## src/rtl/fetch_stage_pkg.sv

```systemverilog
// Shared definitions for the instruction fetch stage: FSM state encodings,
// the bubble instruction pattern and the default reset fetch address.
package fetch_stage_pkg;

    // Fetch controller states.
    //   ST_FETCH : a request for PCF is outstanding
    //   ST_HOLD  : an instruction is parked in the buffer while decode stalls
    //   ST_DRAIN : a stale request is still in flight after a redirect
    typedef enum logic [1:0] {
        ST_FETCH = 2'd0,
        ST_HOLD  = 2'd1,
        ST_DRAIN = 2'd2
    } fetch_state_e;

    // Instruction word presented to decode for a bubble.
    localparam logic [31:0] NOP = 32'h0000_0000;

    // Default first fetch address after reset.
    localparam logic [31:0] RESET_PC_DEFAULT = 32'h0000_0000;

endpackage : fetch_stage_pkg

```

## src/rtl/fetch_stage_adder.sv

```systemverilog
// Plain N-bit adder used for the PC+4 computation; the carry out is dropped
// so the sum wraps modulo 2^N.
module fetch_stage_adder #(
    parameter int N = 32
) (
    input  logic [N-1:0] a_i,
    input  logic [N-1:0] b_i,
    output logic [N-1:0] sum_o
);

    assign sum_o = a_i + b_i;

endmodule : fetch_stage_adder

```

## src/rtl/fetch_stage.sv

```systemverilog
// Instruction fetch stage with IF/ID pipeline register.
// Tracks PCF, issues single-outstanding requests to instruction memory,
// parks a fetched instruction while decode stalls, and drops the response of a
// request made obsolete by a decode redirect.
module fetch_stage
    import fetch_stage_pkg::*;
#(
    parameter int                       ADDRESS_WIDTH = 32,
    parameter int                       INSTR_WIDTH   = 32,
    parameter logic [ADDRESS_WIDTH-1:0] RESET_PC      = RESET_PC_DEFAULT
) (
    input  logic                     i_CLK,
    input  logic                     i_RST,
    input  logic                     i_StallD,
    input  logic                     i_FlushD,
    input  logic                     i_PCSrcD,
    input  logic [ADDRESS_WIDTH-1:0] i_PCNextD,
    output logic                     o_IMemReq,
    output logic [ADDRESS_WIDTH-1:0] o_IMemAddr,
    input  logic                     i_IMemAck,
    input  logic [INSTR_WIDTH-1:0]   i_IMemRData,
    output logic [INSTR_WIDTH-1:0]   o_InstrD,
    output logic [ADDRESS_WIDTH-1:0] o_PCPlus4D,
    output logic                     o_ValidD,
    output logic                     o_FetchBusyF
);

    localparam logic [ADDRESS_WIDTH-1:0] PC_STEP   = ADDRESS_WIDTH'(32'd4);
    localparam logic [INSTR_WIDTH-1:0]   BUBBLE    = INSTR_WIDTH'(NOP);
    localparam logic [ADDRESS_WIDTH-1:0] ALIGN_MSK = ~(ADDRESS_WIDTH'(32'd3));

    // ------------------------------------------------------------------
    // State
    // ------------------------------------------------------------------
    fetch_state_e               state_q,  state_d;
    logic [ADDRESS_WIDTH-1:0]   pcf_q,    pcf_d;
    logic [INSTR_WIDTH-1:0]     buf_q,    buf_d;
    logic [ADDRESS_WIDTH-1:0]   target_q, target_d;
    logic [INSTR_WIDTH-1:0]     instr_q,  instr_d;
    logic [ADDRESS_WIDTH-1:0]   pcplus4_q, pcplus4_d;
    logic                       valid_q,  valid_d;

    // ------------------------------------------------------------------
    // Combinational helpers
    // ------------------------------------------------------------------
    logic                       redir_s;
    logic [ADDRESS_WIDTH-1:0]   redir_target_s;
    logic [ADDRESS_WIDTH-1:0]   pcf_plus4_s;
    logic                       avail_s;
    logic [INSTR_WIDTH-1:0]     avail_instr_s;

    // A redirect only takes effect when decode is not stalled; a stalled
    // decode may be holding a branch whose operands are not yet final.
    assign redir_s        = i_PCSrcD & ~i_StallD;
    assign redir_target_s = i_PCNextD & ALIGN_MSK;

    fetch_stage_adder #(
        .N (ADDRESS_WIDTH)
    ) u_pc_adder (
        .a_i   (pcf_q),
        .b_i   (PC_STEP),
        .sum_o (pcf_plus4_s)
    );

    // Instruction availability this cycle: a live ack while fetching, or the
    // parked buffer while holding. A DRAIN ack is stale and never counts.
    always_comb begin
        avail_s       = 1'b0;
        avail_instr_s = i_IMemRData;
        case (state_q)
            ST_FETCH: begin
                avail_s       = i_IMemAck;
                avail_instr_s = i_IMemRData;
            end
            ST_HOLD: begin
                avail_s       = 1'b1;
                avail_instr_s = buf_q;
            end
            ST_DRAIN: begin
                avail_s       = 1'b0;
                avail_instr_s = i_IMemRData;
            end
            default: begin
                avail_s       = 1'b0;
                avail_instr_s = i_IMemRData;
            end
        endcase
    end

    // Next-state, PC, buffer and latched-target logic of the fetch controller.
    always_comb begin
        state_d  = state_q;
        pcf_d    = pcf_q;
        buf_d    = buf_q;
        target_d = target_q;
        case (state_q)
            ST_FETCH: begin
                if (redir_s) begin
                    if (i_IMemAck) begin
                        // Response for the old path arrives with the redirect:
                        // drop it and fetch the target next.
                        pcf_d   = redir_target_s;
                        state_d = ST_FETCH;
                    end else begin
                        // Old request still in flight: remember where to go.
                        target_d = redir_target_s;
                        state_d  = ST_DRAIN;
                    end
                end else if (i_IMemAck) begin
                    if (i_StallD) begin
                        buf_d   = i_IMemRData;
                        state_d = ST_HOLD;
                    end else begin
                        pcf_d   = pcf_plus4_s;
                        state_d = ST_FETCH;
                    end
                end else begin
                    state_d = ST_FETCH;
                end
            end
            ST_HOLD: begin
                if (redir_s) begin
                    pcf_d   = redir_target_s;
                    state_d = ST_FETCH;
                end else if (!i_StallD) begin
                    pcf_d   = pcf_plus4_s;
                    state_d = ST_FETCH;
                end else begin
                    state_d = ST_HOLD;
                end
            end
            ST_DRAIN: begin
                // A later redirect supersedes the one already latched.
                if (redir_s) begin
                    target_d = redir_target_s;
                end else begin
                    target_d = target_q;
                end
                if (i_IMemAck) begin
                    pcf_d   = target_d;
                    state_d = ST_FETCH;
                end else begin
                    state_d = ST_DRAIN;
                end
            end
            default: begin
                state_d = ST_FETCH;
            end
        endcase
    end

    // IF/ID register next value: stall freezes it outright, otherwise flush,
    // redirect or an empty fetch inserts a bubble that keeps the old PC+4.
    always_comb begin
        instr_d   = instr_q;
        pcplus4_d = pcplus4_q;
        valid_d   = valid_q;
        if (!i_StallD) begin
            if (i_FlushD || redir_s || !avail_s) begin
                instr_d   = BUBBLE;
                pcplus4_d = pcplus4_q;
                valid_d   = 1'b0;
            end else begin
                instr_d   = avail_instr_s;
                pcplus4_d = pcf_plus4_s;
                valid_d   = 1'b1;
            end
        end else begin
            instr_d   = instr_q;
            pcplus4_d = pcplus4_q;
            valid_d   = valid_q;
        end
    end

    // Controller state register.
    always_ff @(posedge i_CLK or posedge i_RST) begin
        if (i_RST) begin
            state_q  <= ST_FETCH;
            pcf_q    <= RESET_PC;
            buf_q    <= '0;
            target_q <= '0;
        end else begin
            state_q  <= state_d;
            pcf_q    <= pcf_d;
            buf_q    <= buf_d;
            target_q <= target_d;
        end
    end

    // IF/ID pipeline register.
    always_ff @(posedge i_CLK or posedge i_RST) begin
        if (i_RST) begin
            instr_q   <= BUBBLE;
            pcplus4_q <= '0;
            valid_q   <= 1'b0;
        end else begin
            instr_q   <= instr_d;
            pcplus4_q <= pcplus4_d;
            valid_q   <= valid_d;
        end
    end

    // ------------------------------------------------------------------
    // Outputs
    // ------------------------------------------------------------------
    // The address is the PC register itself, so it cannot move while a
    // request waits for its ack.
    assign o_IMemReq    = (state_q != ST_HOLD);
    assign o_IMemAddr   = pcf_q;
    assign o_FetchBusyF = ~avail_s;
    assign o_InstrD     = instr_q;
    assign o_PCPlus4D   = pcplus4_q;
    assign o_ValidD     = valid_q;

endmodule : fetch_stage

```

## config.mk

```make
export PLATFORM = sky130hd
export DESIGN_NAME = fetch_stage
export DESIGN_NICKNAME = d
export VERILOG_FILES = /design/src/rtl/fetch_stage_pkg.sv /design/src/rtl/fetch_stage_adder.sv /design/src/rtl/fetch_stage.sv
export SDC_FILE = /design/constraint.sdc
export NUM_CORES = 1
export LEC_CHECK = 0
export CAP_MARGIN = 20
export CORE_UTILIZATION = 40
export DETAILED_ROUTE_END_ITERATION = 10
export GPL_ROUTABILITY_DRIVEN = 1
export GPL_TIMING_DRIVEN = 0
export PLACE_DENSITY_LB_ADDON = 0.2
export SLEW_MARGIN = 25
export SYNTH_ARGS = -nofsm -noshare
export SYNTH_HDL_FRONTEND = slang
export SYNTH_SLANG_ARGS = --single-unit
```

## constraint.sdc

```tcl
create_clock -name i_CLK -period 6.5 [get_ports i_CLK]
set_input_delay 1.3 -clock i_CLK [delete_from_list [all_inputs] [get_ports i_CLK]]
set_output_delay 1.3 -clock i_CLK [all_outputs]
set_load 0.05 [all_outputs]
```

==> flow_metrics.tcl <==
set metrics [dict create \
    status "complete, no violations" \
    place_area_um2 9610 \
    yosysTopAreaCell "dfrtp_1" \
    required_ns 5.20 \
    worstReg2RegEnd "o_IMemAddr[20]" \
    post_cts_buffers 0 \
    syn_nets 779 \
    ys_types 55 \
    clk_pin_slew_worst_paths_ns 0.07 \
    core_um2 18700 \
    dieArea_um2 19600 \
    synth_edf_count 0 \
    num_rows 50 \
    ys_seq_area_share_pct 53.6 \
    clk_latency_ns 0.44 \
    r2r_setup_slack_ns 4.04 \
    finalClockSkew_ns 0.0130 \
    pre_cts_ws_ns 2.21 \
    drt_iter0_markers 428 \
    synthTopCellsByArea "dfrtp_1 (54%), mux2_2 (9.5%), o21ai_0 (5.4%), nand2_1 (4.4%), mux2i_1 (4.2%)" \
    crit_fanout 6 \
    grt_remaining_overflow 0 \
    fin_crit_ns 4.30 \
    async_flop_share_pct 100 \
    maxCapViolations 0 \
    fin_nets 965 \
    endpoint_kind "output pin" \
    grt_use_total_pct 22.5 \
    drv_slew 0 \
    pwr_density_cell_nw_per_um2 371 \
    rsz0062_at_grt "false" \
    area_growth_pct 34.1 \
    synth_top_area_share_pct 53.6 \
    drt_first_pass_iters 5 \
    die_y_um 140 \
    antenna_found_initial 0 \
    setup_slack_ns 2.20 \
    syn_avg_cell_area_um2 10.8 \
    drc_errors 0 \
    diodes 0 \
    relSlewSlack_pct 40.2 \
    numClockSinks 163 \
    synth_seq_cells 163 \
    final_common_cell "clkdlybuf4s50_1" \
    via_count 6172 \
    vias_per_cell 5.41 \
    p_leak_nw 4.29 \
    ir_drop_uv 239 \
    n_fill_cell 1659 \
    dp.cells 1109 \
    whs_endpoint "o_PCPlus4D[2]" \
    gp_congestion 0.824 \
    grt_pass1_wl_um 33600 \
    min_path_cells 2 \
    reg2reg_from "o_IMemAddr[2]" \
    post_cts_resized 0 \
    register_area_um2 4080 \
    portBuffers 166 \
    post-route-period-util_pct 66.1 \
    hold_path_class "flop to flop" \
    multi_input_area_um2 3290 \
    ctsRootBufferMaster "clkbuf_16" \
    cts_max_level 4 \
    layout.cells.non_filler 1141 \
    rr_worst_depth 6 \
    startpoint_type "primary input" \
    synthCells 708 \
    final_cell_mix "clkdlybuf4s50_1 (166), dfrtp_1 (163), nand2_1 (89)" \
    drt_wl_total_um 21100 \
    path_class "primary input to output pin" \
    hpwl_um 14700 \
    synth_ff_type "dfrtp_1" \
    cts_tree "done" \
    start_util_pct 40.7 \
    worstMarginPinSlew_ns 0.890 \
    finalHoldWorstSlack_ns 0.483 \
    die_x_um 140 \
    holdCritStartpoint "o_PCPlus4D[2]" \
    antenna_left 0 \
    wire_per_inst_um 18.5 \
    setup_violations 0 \
    fin_area_um2 10200 \
    io_pins 169 \
    syn_area_um2 7620 \
    grt_max_degree 89 \
    synth_warnings 0 \
    hold_viol 0 \
    clock_path_buffers 2 \
    post_route_cells_drive_above_1_share_pct 13.2 \
    arrival_ns 3.00 \
    numCtsBuffers 17 \
    grt_pass1_vias 6035 \
    holdBufCountCts 0 \
    clock.fmax_mhz 233 \
]
## flip-flops by register name, indices dropped and copies added (netlist names)
name        flops
buf_q          32
o_IMemAddr     32
o_InstrD       32
o_PCPlus4D     32
o_ValidD        1
state_q         2
target_q       32
## cell usage after synthesis (all sizes together), types with 7 or more instances
| cell | number |
|---|---|
| dfrtp | 163 |
| nand4 | 11 |
| o2bb2ai | 7 |
| nor3 | 12 |
| xnor2 | 20 |
| buf | 17 |
| mux2 | 65 |
| clkbuf | 36 |
| mux2i | 32 |
| inv | 7 |
| o21ai | 85 |
| nand3 | 12 |
| xor2 | 8 |
| a21oi | 23 |
| nand2 | 89 |
| nor2 | 34 |
## logic make-up (layout without fill, tap and decap cells)
kind of cell / count (synthesis) / count (layout) / share of synthesized area, %
AO/OA/AOI/OAI: 168 / 168 / 13.6
XOR/XNOR: 28 / 28 / 3.22
adder cells (fa/ha/maj): 1 / 1 / 0.164
buffers and inverters: 60 / 259 / 3.27
flip-flops: 163 / 163 / 53.6
multiplexers: 97 / 97 / 13.8
AND/OR/NAND/NOR: 191 / 191 / 12.4
## worst max-delay path by stage
stage,from,end,slack (ns),depth (start not counted)
6_report,i_IMemAck,o_FetchBusyF,2.20,4
5_1_grt,i_IMemAck,o_FetchBusyF,2.13,4
4_1_cts,i_IMemAck,o_FetchBusyF,2.21,4
3_5_place_dp,i_IMemAck,o_FetchBusyF,2.21,4
3_3_place_gp,i_RST,o_PCPlus4D[5],-1.70,2
2_1_floorplan,i_RST,buf_q[0],0.80,1
## report_power, final
| part | switching [mW] | internal, mW |
|---|---|---|
| sequential | 0.186 | 1.24 |
| combinational | 0.828 | 0.486 |
| clock | 0.471 | 0.585 |
| total | 1.48 | 2.31 |
## worst max-delay path: stages
cell and delay [ns]:
clkdlybuf4s50_1 0.51, nor2_1 0.16, or2_1 0.20, clkdlybuf4s50_1 0.82
## per-stage QoR
stage / utilization, % / TNS, ns / total power, mW
2_1_floorplan: - / 0 / 2.27
3_3_place_gp: 51.2 / -275.19 / 2.73
3_5_place_dp: 51.4 / 0 / 2.75
4_1_cts: 54.6 / 0 / 3.81
5_1_grt: 54.6 / 0 / 3.96
6_report: 54.6 / 0 / 3.79
## layer usage
metal / GRT usage [%] / wire length, um
met1: 31.9 / 10000
met2: 33.5 / 9470
met3: 5.57 / 1120
met4: 7.81 / 537
met5: 0 / 0
## layout make-up
class                      count  share of cell area (%)
buffer                        53                    2.18
clock buffer                  17                    4.16
clock inverter                15                    1.81
inverter                       7                   0.331
multi-input combinational    485                    32.2
sequential                   163                    39.9
tap                          234                    2.87
timing repair buffer         167                    16.5
(Power assumes the default switching activity.)
